<file path="config.mk">
export PLATFORM = sky130hd
export DESIGN_NAME = axis_rr_arbiter_flat
export DESIGN_NICKNAME = d
export VERILOG_FILES = /design/src/rtl/axis_rr_arbiter_if.sv /design/src/rtl/axis_rr_arbiter.sv /design/src/flat_wrapper.sv
export SDC_FILE = /design/constraint.sdc
export NUM_CORES = 1
export LEC_CHECK = 0
export CORE_MARGIN = 2
export CORE_UTILIZATION = 37
export DETAILED_ROUTE_END_ITERATION = 10
export PLACE_DENSITY_LB_ADDON = 0.2
export RECOVER_POWER = 50
export SYNTH_ARGS = -nofsm -noshare
export SYNTH_HDL_FRONTEND = slang
export SYNTH_SLANG_ARGS = --single-unit
</file>
<file path="constraint.sdc">
create_clock -name CLK -period 1.8 [get_ports CLK]
set_clock_uncertainty 0.15 [all_clocks]
set_input_delay 0.45 -clock CLK [delete_from_list [all_inputs] [get_ports CLK]]
set_output_delay 0.45 -clock CLK [all_outputs]
set_load 0.05 [all_outputs]
</file>
<file path="src/rtl/axis_rr_arbiter_if.sv">
// Stream bundle between NUM_SRC sources, the round-robin arbiter and the fifo write port.
// The master modport is the arbiter's view; slave is the surrounding sources and fifo.
interface axis_rr_arbiter_if #(
    parameter int NUM_SRC = 4,
    parameter int WIDTH   = 8
);
    logic [NUM_SRC*WIDTH-1:0] S_TData;
    logic [NUM_SRC-1:0]       S_TValid;
    logic [NUM_SRC-1:0]       S_TLast;
    logic [NUM_SRC-1:0]       S_TReady;
    logic [WIDTH-1:0]         M_TData;
    logic                     M_TValid;
    logic                     M_TLast;
    logic                     M_TReady;

    modport master (
        input  S_TData, S_TValid, S_TLast, M_TReady,
        output S_TReady, M_TData, M_TValid, M_TLast
    );

    modport slave (
        output S_TData, S_TValid, S_TLast, M_TReady,
        input  S_TReady, M_TData, M_TValid, M_TLast
    );
endinterface

</file>
<file path="src/rtl/axis_rr_arbiter.sv">
// Round-robin packet arbiter: locks one source per packet onto the fifo write port and
// forces TLast once a packet reaches MAX_BEATS beats.
module axis_rr_arbiter #(
    parameter int NUM_SRC   = 4,
    parameter int WIDTH     = 8,
    parameter int MAX_BEATS = 16
) (
    input  logic                 CLK,
    input  logic                 Reset,
    axis_rr_arbiter_if.master    bus,
    output logic [NUM_SRC-1:0]   Grant,
    output logic                 Busy,
    output logic                 Truncated
);
    localparam int PTR_W = (NUM_SRC > 1) ? $clog2(NUM_SRC) : 1;
    localparam int CNT_W = $clog2(MAX_BEATS);

    typedef enum logic {IDLE = 1'b0, LOCK = 1'b1} state_t;

    state_t             state_q, state_d;
    logic [NUM_SRC-1:0] grant_q, grant_d;
    logic [PTR_W-1:0]   ptr_q, ptr_d;
    logic [PTR_W-1:0]   owner_q, owner_d;
    logic [CNT_W-1:0]   cnt_q, cnt_d;
    logic               trunc_q, trunc_d;

    logic [PTR_W-1:0]   sel;
    logic               req_found;
    logic               src_last;
    logic               eff_last;
    logic               accept;
    logic [NUM_SRC-1:0] s_ready;
    logic [WIDTH-1:0]   masked_data [NUM_SRC];
    logic [WIDTH-1:0]   m_data;

    // The one-hot grant doubles as the passthrough mux select, so IDLE drives nothing.
    generate
        for (genvar gi = 0; gi < NUM_SRC; gi++) begin : g_lane
            assign s_ready[gi]     = grant_q[gi] & bus.M_TReady;
            assign masked_data[gi] = grant_q[gi] ? bus.S_TData[gi*WIDTH +: WIDTH] : '0;
        end
    endgenerate

    always_comb begin
        m_data = '0;
        for (int i = 0; i < NUM_SRC; i++) begin
            m_data = m_data | masked_data[i];
        end
    end

    assign src_last      = |(grant_q & bus.S_TLast);
    assign eff_last      = src_last | (cnt_q == CNT_W'(MAX_BEATS - 1));
    assign bus.M_TValid  = |(grant_q & bus.S_TValid);
    assign bus.M_TLast   = bus.M_TValid & eff_last;
    assign bus.M_TData   = m_data;
    assign bus.S_TReady  = s_ready;
    assign accept        = bus.M_TValid & bus.M_TReady;

    // First requester at or above the pointer, wrapping modulo NUM_SRC.
    always_comb begin
        int idx;
        sel       = '0;
        req_found = 1'b0;
        for (int k = 0; k < NUM_SRC; k++) begin
            idx = int'(ptr_q) + k;
            if (idx >= NUM_SRC) begin
                idx = idx - NUM_SRC;
            end
            if (!req_found && bus.S_TValid[idx]) begin
                req_found = 1'b1;
                sel       = PTR_W'(idx);
            end
        end
    end

    always_comb begin
        state_d = state_q;
        grant_d = grant_q;
        ptr_d   = ptr_q;
        owner_d = owner_q;
        cnt_d   = cnt_q;
        trunc_d = 1'b0;
        case (state_q)
            IDLE: begin
                if (req_found) begin
                    state_d = LOCK;
                    grant_d = NUM_SRC'(1) << sel;
                    owner_d = sel;
                    cnt_d   = '0;
                end
            end
            LOCK: begin
                if (accept) begin
                    if (eff_last) begin
                        state_d = IDLE;
                        grant_d = '0;
                        cnt_d   = '0;
                        ptr_d   = (owner_q == PTR_W'(NUM_SRC - 1)) ? '0 : owner_q + 1'b1;
                        trunc_d = ~src_last;
                    end else begin
                        cnt_d = cnt_q + 1'b1;
                    end
                end
            end
            default: state_d = IDLE;
        endcase
    end

    always_ff @(posedge CLK or negedge Reset) begin
        if (!Reset) begin
            state_q <= IDLE;
            grant_q <= '0;
            ptr_q   <= '0;
            owner_q <= '0;
            cnt_q   <= '0;
            trunc_q <= 1'b0;
        end else begin
            state_q <= state_d;
            grant_q <= grant_d;
            ptr_q   <= ptr_d;
            owner_q <= owner_d;
            cnt_q   <= cnt_d;
            trunc_q <= trunc_d;
        end
    end

    assign Grant     = grant_q;
    assign Busy      = (state_q == LOCK);
    assign Truncated = trunc_q;
endmodule

</file>
<file path="src/flat_wrapper.sv">
// flat-port wrapper written by rule: the top's interface ports become plain ports
module axis_rr_arbiter_flat 
#(
    parameter int NUM_SRC   = 4,
    parameter int WIDTH     = 8,
    parameter int MAX_BEATS = 16
)
  (CLK, Reset, Grant, Busy, Truncated, bus_S_TData, bus_S_TValid, bus_S_TLast, bus_M_TReady, bus_S_TReady, bus_M_TData, bus_M_TValid, bus_M_TLast);
  axis_rr_arbiter_if #(.NUM_SRC(NUM_SRC), .WIDTH(WIDTH)) bus_i ();
  input  logic CLK;
  input  logic Reset;
  output logic [NUM_SRC-1:0] Grant;
  output logic Busy;
  output logic Truncated;
  input wire logic [$bits(bus_i.S_TData)-1:0] bus_S_TData;
  input wire logic [$bits(bus_i.S_TValid)-1:0] bus_S_TValid;
  input wire logic [$bits(bus_i.S_TLast)-1:0] bus_S_TLast;
  input wire logic [$bits(bus_i.M_TReady)-1:0] bus_M_TReady;
  output wire logic [$bits(bus_i.S_TReady)-1:0] bus_S_TReady;
  output wire logic [$bits(bus_i.M_TData)-1:0] bus_M_TData;
  output wire logic [$bits(bus_i.M_TValid)-1:0] bus_M_TValid;
  output wire logic [$bits(bus_i.M_TLast)-1:0] bus_M_TLast;
  assign bus_i.S_TData = bus_S_TData;
  assign bus_i.S_TValid = bus_S_TValid;
  assign bus_i.S_TLast = bus_S_TLast;
  assign bus_i.M_TReady = bus_M_TReady;
  assign bus_S_TReady = bus_i.S_TReady;
  assign bus_M_TData = bus_i.M_TData;
  assign bus_M_TValid = bus_i.M_TValid;
  assign bus_M_TLast = bus_i.M_TLast;
  axis_rr_arbiter #(.NUM_SRC(NUM_SRC), .WIDTH(WIDTH), .MAX_BEATS(MAX_BEATS)) u_core (.CLK(CLK), .Reset(Reset), .bus(bus_i), .Grant(Grant), .Busy(Busy), .Truncated(Truncated));
endmodule
</file>
Yosys cells after proc, flatten, opt, wreduce, memory -nomap -nowiden:

Cells that the tools add are included.

* multiplexer cells: 44
* order comparisons: 8
* shift operators: 1
* bitwise logic cells: 14
* equal/unequal tests: 5
* $add $sub $neg: 9
* reduce and logical (&&, ||, !) cells: 12

Operator list (count)
* 32-bit by 4-bit < comparator with 1-bit output, second input constant: 4
* 32-bit 2-to-1 mux: 4
* 32-bit by 4-bit greater-or-equal comparator with 1-bit output, second input constant: 3
* 32-bit by 4-bit subtractor with 32-bit output, second input constant: 3
* 8-bit 2-to-1 mux: 4
* 4-bit 2-to-1 mux: 6
* 8-bit OR: 3
* 1-bit 2-to-1 mux: 18
* 4-bit one-hot mux with 2 select lines: 2
* 2-bit 2-to-1 mux: 5
* 4-bit bitwise AND: 2
* 1-bit binary-select mux with 2-bit select: 4
* 4-bit OR reduction: 2
* 2-bit by 2-bit adder with 3-bit output, second input constant: 2
* 1-bit bitwise AND: 6
* 3-bit AND reduction: 2
* 4-bit by 1-bit adder with 4-bit output, second input constant: 1
* 4-bit equality test, second input constant: 1
* 2-bit inequality test, second input constant: 2
* 2-bit AND reduction: 2
* 1-bit by 2-bit << shifter with 4-bit output, first input constant: 1
* 2-bit by 3-bit subtractor with 4-bit output, second input constant: 1
* 2-bit by 1-bit adder with 3-bit output, second input constant: 1
* 2-bit by 3-bit greater-or-equal comparator with 1-bit output, second input constant: 1
* 8 further kinds: 13

* input port bits: 43
* bits in registers: 14

Logic depth before layout (Yosys ltp):

* depth after elaboration: 18
* mapped depth: 6
* mapped depth without buffers: 5

Least setup slack after synthesis:

OpenSTA, ideal clock, no wires.

* path type: flip-flop to output port
* start: register u_core.grant_q[2] (netlist: u_core.Grant[2])
* end: output bus_M_TLast
* path slack: -0.569 ns
* arrival: 1.769 ns
* cell stages (with the launch flop): 4
* required time: 1.200 ns
* cell sequence: dfrtp_1 > a22oi_1 > nand2_1 > and2_1

* elaborated cells on any way between the ends: 6

RTL lines
* start, declared: RTL line axis_rr_arbiter.sv:21 `logic [NUM_SRC-1:0] grant_q, grant_d;`
* start signal, assigned: RTL line axis_rr_arbiter.sv:119 `grant_q <= grant_d;`
* 4-bit bitwise AND: RTL line axis_rr_arbiter.sv:53 `assign bus.M_TValid = |(grant_q & bus.S_TValid);`
* 4-bit OR reduction: RTL line axis_rr_arbiter.sv:53
* via bus_M_TValid: RTL line flat_wrapper.sv:21 `output wire logic [$bits(bus_i.M_TValid)-1:0] bus_M_TValid;`
* 1-bit bitwise AND: RTL line axis_rr_arbiter.sv:54 `assign bus.M_TLast = bus.M_TValid & eff_last;`
* end, declared: RTL line flat_wrapper.sv:22 `output wire logic [$bits(bus_i.M_TLast)-1:0] bus_M_TLast;`

The timed path passes the listed nets, and every way through them passes these cells.

Worst setup path in the final report:

* start: register u_core.grant_q[2] (netlist: u_core.Grant[2])
* end: output bus_M_TLast

* word-level cells in the longest chain between the ends: 4
* elaborated cells on any way between the ends: 6

RTL lines
* 4-bit bitwise AND: RTL line axis_rr_arbiter.sv:51 `assign src_last = |(grant_q & bus.S_TLast);`
* 4-bit OR reduction: RTL line axis_rr_arbiter.sv:51
* 1-bit OR: RTL line axis_rr_arbiter.sv:52 `assign eff_last = src_last | (cnt_q == CNT_W'(MAX_BEATS - 1));`
* 1-bit bitwise AND *: RTL line axis_rr_arbiter.sv:54

Every way passes the cells marked *; elsewhere a longest branch is shown, timed or not.

==> impl_results.md <==
* CTS H-tree lvls at 1
* Power Total at 3.89 mW
* Final Max Slew Viols at 0
* Synth warn at 0
* Seq cells post-synth at 14
* Critical path endpoint category: primary output
* EDFF count, synth at 0
* Clock Sinks at 14
* # diodes at 0
* Mapped Cells at 113
* Filler cells at 151
* Number of global-route vias before repair at 1,424
* Core area at 0.00269 mm²
* R2R Setup Slk at 0 ns
* Slowest Stage Delay on Critical Path at 0.48 ns
* Overflow after GRT at 0
* Achievable frequency at 0.498 GHz
* Rows at 19
* Worst reg-to-reg path cell count at 6
* R2r endpoint: u_core.ptr_q[0]
* Clock Latency Late Sink at 0.29 ns
* Setup WS post-layout at -0.209 ns
* I/O Pins at 63
* Required @ worst endpoint at 1.20 ns
* Max-Cap Viols at 0
* Synth unique cells at 32
* Hold Startpoint: u_core.owner_q[1]
* Startpoint Class: flip-flop
* Dominant cells by area after synthesis: dfrtp_1, a22oi_1, nand2_1, nand3_1, and2_1
* Vias post-DR at 1,339
* Area leader, netlist: dfrtp_1
* Hold depth at 2
* Slowest cell on the critical path: dfrtp_2
* Largest net degree at the start of global routing at 17
* # port buffers at 62
* Initial Utilization at 37.9%
* Seq/Total Area, Yosys at 34.4%
* Num CTS Buffers at 3
* Hold Crit Class: flip-flop to flip-flop
* Most used standard cell by instance count after synthesis: a22oi_1
* Reg2reg start: u_core.Grant[1]
* Root buffer cell: clkbuf_4
* Crit path time final at 2.01 ns
* Antenna viol nets, final at 0
* CP arrival at 1.41 ns
* DRC viols at 0
* CP top delay family: flip-flops
* Ys flop type: dfrtp_1
* Static Leak at 0.955 nW
* Drt via density at 5.77
* Critical-path maximum fanout at 4
* Period utilisation layout at 112%
* Sequence of cells on the critical path: a22oi_2, nand3_2, and2_4, buf_12
* CTS tree: built
* Initial antenna violation count at 0
* DPL Wire Length at 2760 µm
* Die ar. at 0.00318 mm²
* Area share of the largest cell type after synthesis at 34.4%
* Detailed router's first-iteration violation count at 33
* Max Root-Sink Buffers at 2
* Status: finished with violations
* Fin nets at 247
* First-pass GRT wire length at 6810 µm
* Drt total wl at 4210 µm
* Synth top cells by count: a22oi_1, nand2_1, dfrtp_1
* Failing checks: setup timing
* Worst slew pin tran at 0.794 ns
* Area grow syn2layout at 122%
* Avg WL per Cell at 18.2 µm
* Ys async rst share at 100%
* Post-DP Area at 0.00198 mm²
* Final hold violations at 0
* Syn_area_per_cell at 9.00 µm²
* Endpoint, Worst Hold: u_core.owner_q[1]
* Worst vdd rail ir drop at 1680 µV
* Die Height at 56.4 µm
* Setup violations, final at 12
* Post-route cell area at 0.00226 mm²
* Tot GR Track Use at 27.3%
* DRT Pass-1 Iters at 4
* Layout cells sized above 1 at 49.8%
* Worst-path clk slew at 0.09 ns
* P per Cell Area at 1720 mW/mm²
* Final GP Congestion at 0.878
* Die Width at 56.4 µm
* Critical setup path kind: flip-flop to primary output
* Crit path buf inv count at 1
* Post-Syn Area at 0.00102 mm²
* RSZ-0062 raised after global routing: true
* Net Count, Synth at 158
* Slew margin rel. at 47.0%
[what timing repair did]
action / CTS / global route
gates resized for setup: 33 / 19
hold buffers: 0 / 0
endpoints found under the hold margin: 0 / 0
buffers inserted: 13 / 6
pin swaps: 10 / 10
endpoints found under the setup margin: 26 / 16
[routing by layer]
metal | wire length, µm | track usage, % | vias to the layer above
li1 | - | - | 608
met1 | 1510 | 31.0 | 644
met2 | 2330 | 51.0 | 70
met3 | 256 | 5.99 | 17
met4 | 110 | 6.46 | 0
met5 | 0 | 0 | -
[sequential cells by signal, summed over array words and instances (netlist names)]
signal	cells
u_core.Busy	1
u_core.Grant	4
u_core.Truncated	1
u_core.cnt_q	4
u_core.owner_q	2
u_core.ptr_q	2
[tightest hold or removal path: cells and delay by family (launching register included)]
| kind | cells | cell delay, ns |
|---|---|---|
| AOI/OAI and AO/OA | 1 | 0.09 |
| DFF | 1 | 0.36 |
| and+or+nand+nor | 1 | 0.06 |
[power breakdown]
group / switching [mW] / leakage (nW) / total (mW) / internal, mW
Sequential: 0.157 / 0.174 / 0.587 / 0.429
Clock: 0.109 / 0.0210 / 0.232 / 0.123
Combinational: 1.53 / 0.760 / 3.07 / 1.54
Total: 1.80 / 0.955 / 3.89 / 2.09
[per-stage QoR]
step,cells,util [%],setup slack [ns],hold slack [ns],setup TNS (ns)
2_1_floorplan,113,-,-0.0392,0.00441,-0.0392
3_3_place_gp,215,73.7,-0.376,0.333,-6.35
3_5_place_dp,215,73.7,-0.421,0.358,-7.07
4_1_cts,230,81.6,-0.165,0.328,-1.49
5_1_grt,232,84.2,-0.260,0.463,-2.39
6_report,232,84.2,-0.209,0.401,-1.66
[final cells by class]
type	count	area, µm²	area share [%]
Clock buffer	4	36.3	1.60
Inverter	2	7.51	0.332
Multi-Input combinational cell	90	754	33.4
Sequential cell	14	357	15.8
Tap cell	31	38.8	1.71
Timing Repair Buffer	91	1070	47.2
[placed cells by master (no fill, tap or decap), drive strengths merged]
master	netlist	routed
clkdlybuf4s15	0	1
a221oi	1	1
nor2b	1	1
o32a	1	1
nand4b	2	2
ha	2	2
or2b	1	1
o21ai	2	2
clkdlybuf4s50	0	32
a32o	1	1
dfrtp	14	14
nand4	1	1
nor3	1	1
a22oi	20	20
or4	1	1
a21oi	4	4
dlygate4sd2	0	8
clkbuf	4	6
a21o	2	2
dlygate4sd3	0	1
o32ai	5	5
nand2	16	16
and2	7	7
and2b	1	1
nand2b	2	2
inv	2	2
buf	3	47
o31ai	1	1
nand3	9	9
mux2	2	2
a221o	1	1
nor2	6	6
[worst max path at each step]
stage	cells after the start	startpoint	endpoint
detailed placement	6	bus_S_TValid[0]	u_core.Grant[2]
global placement	5	bus_S_TValid[0]	bus_M_TLast
finish	4	u_core.Grant[2]	bus_M_TLast
global route	4	u_core.Grant[2]	bus_M_TLast
CTS	4	u_core.Grant[0]	bus_M_TLast
floorplan	3	u_core.Grant[2]	bus_M_TLast
[cells by family after synthesis]
family,after synthesis,synth area share [%]
AO/OA/AOI/OAI,38,29.3
adder cells (fa/ha/maj),2,2.46
buffers and inverters,9,7.87
flip-flops,14,34.4
multiplexers,2,2.21
AND/OR/NAND/NOR,48,23.7
(Power assumes the default switching activity.)
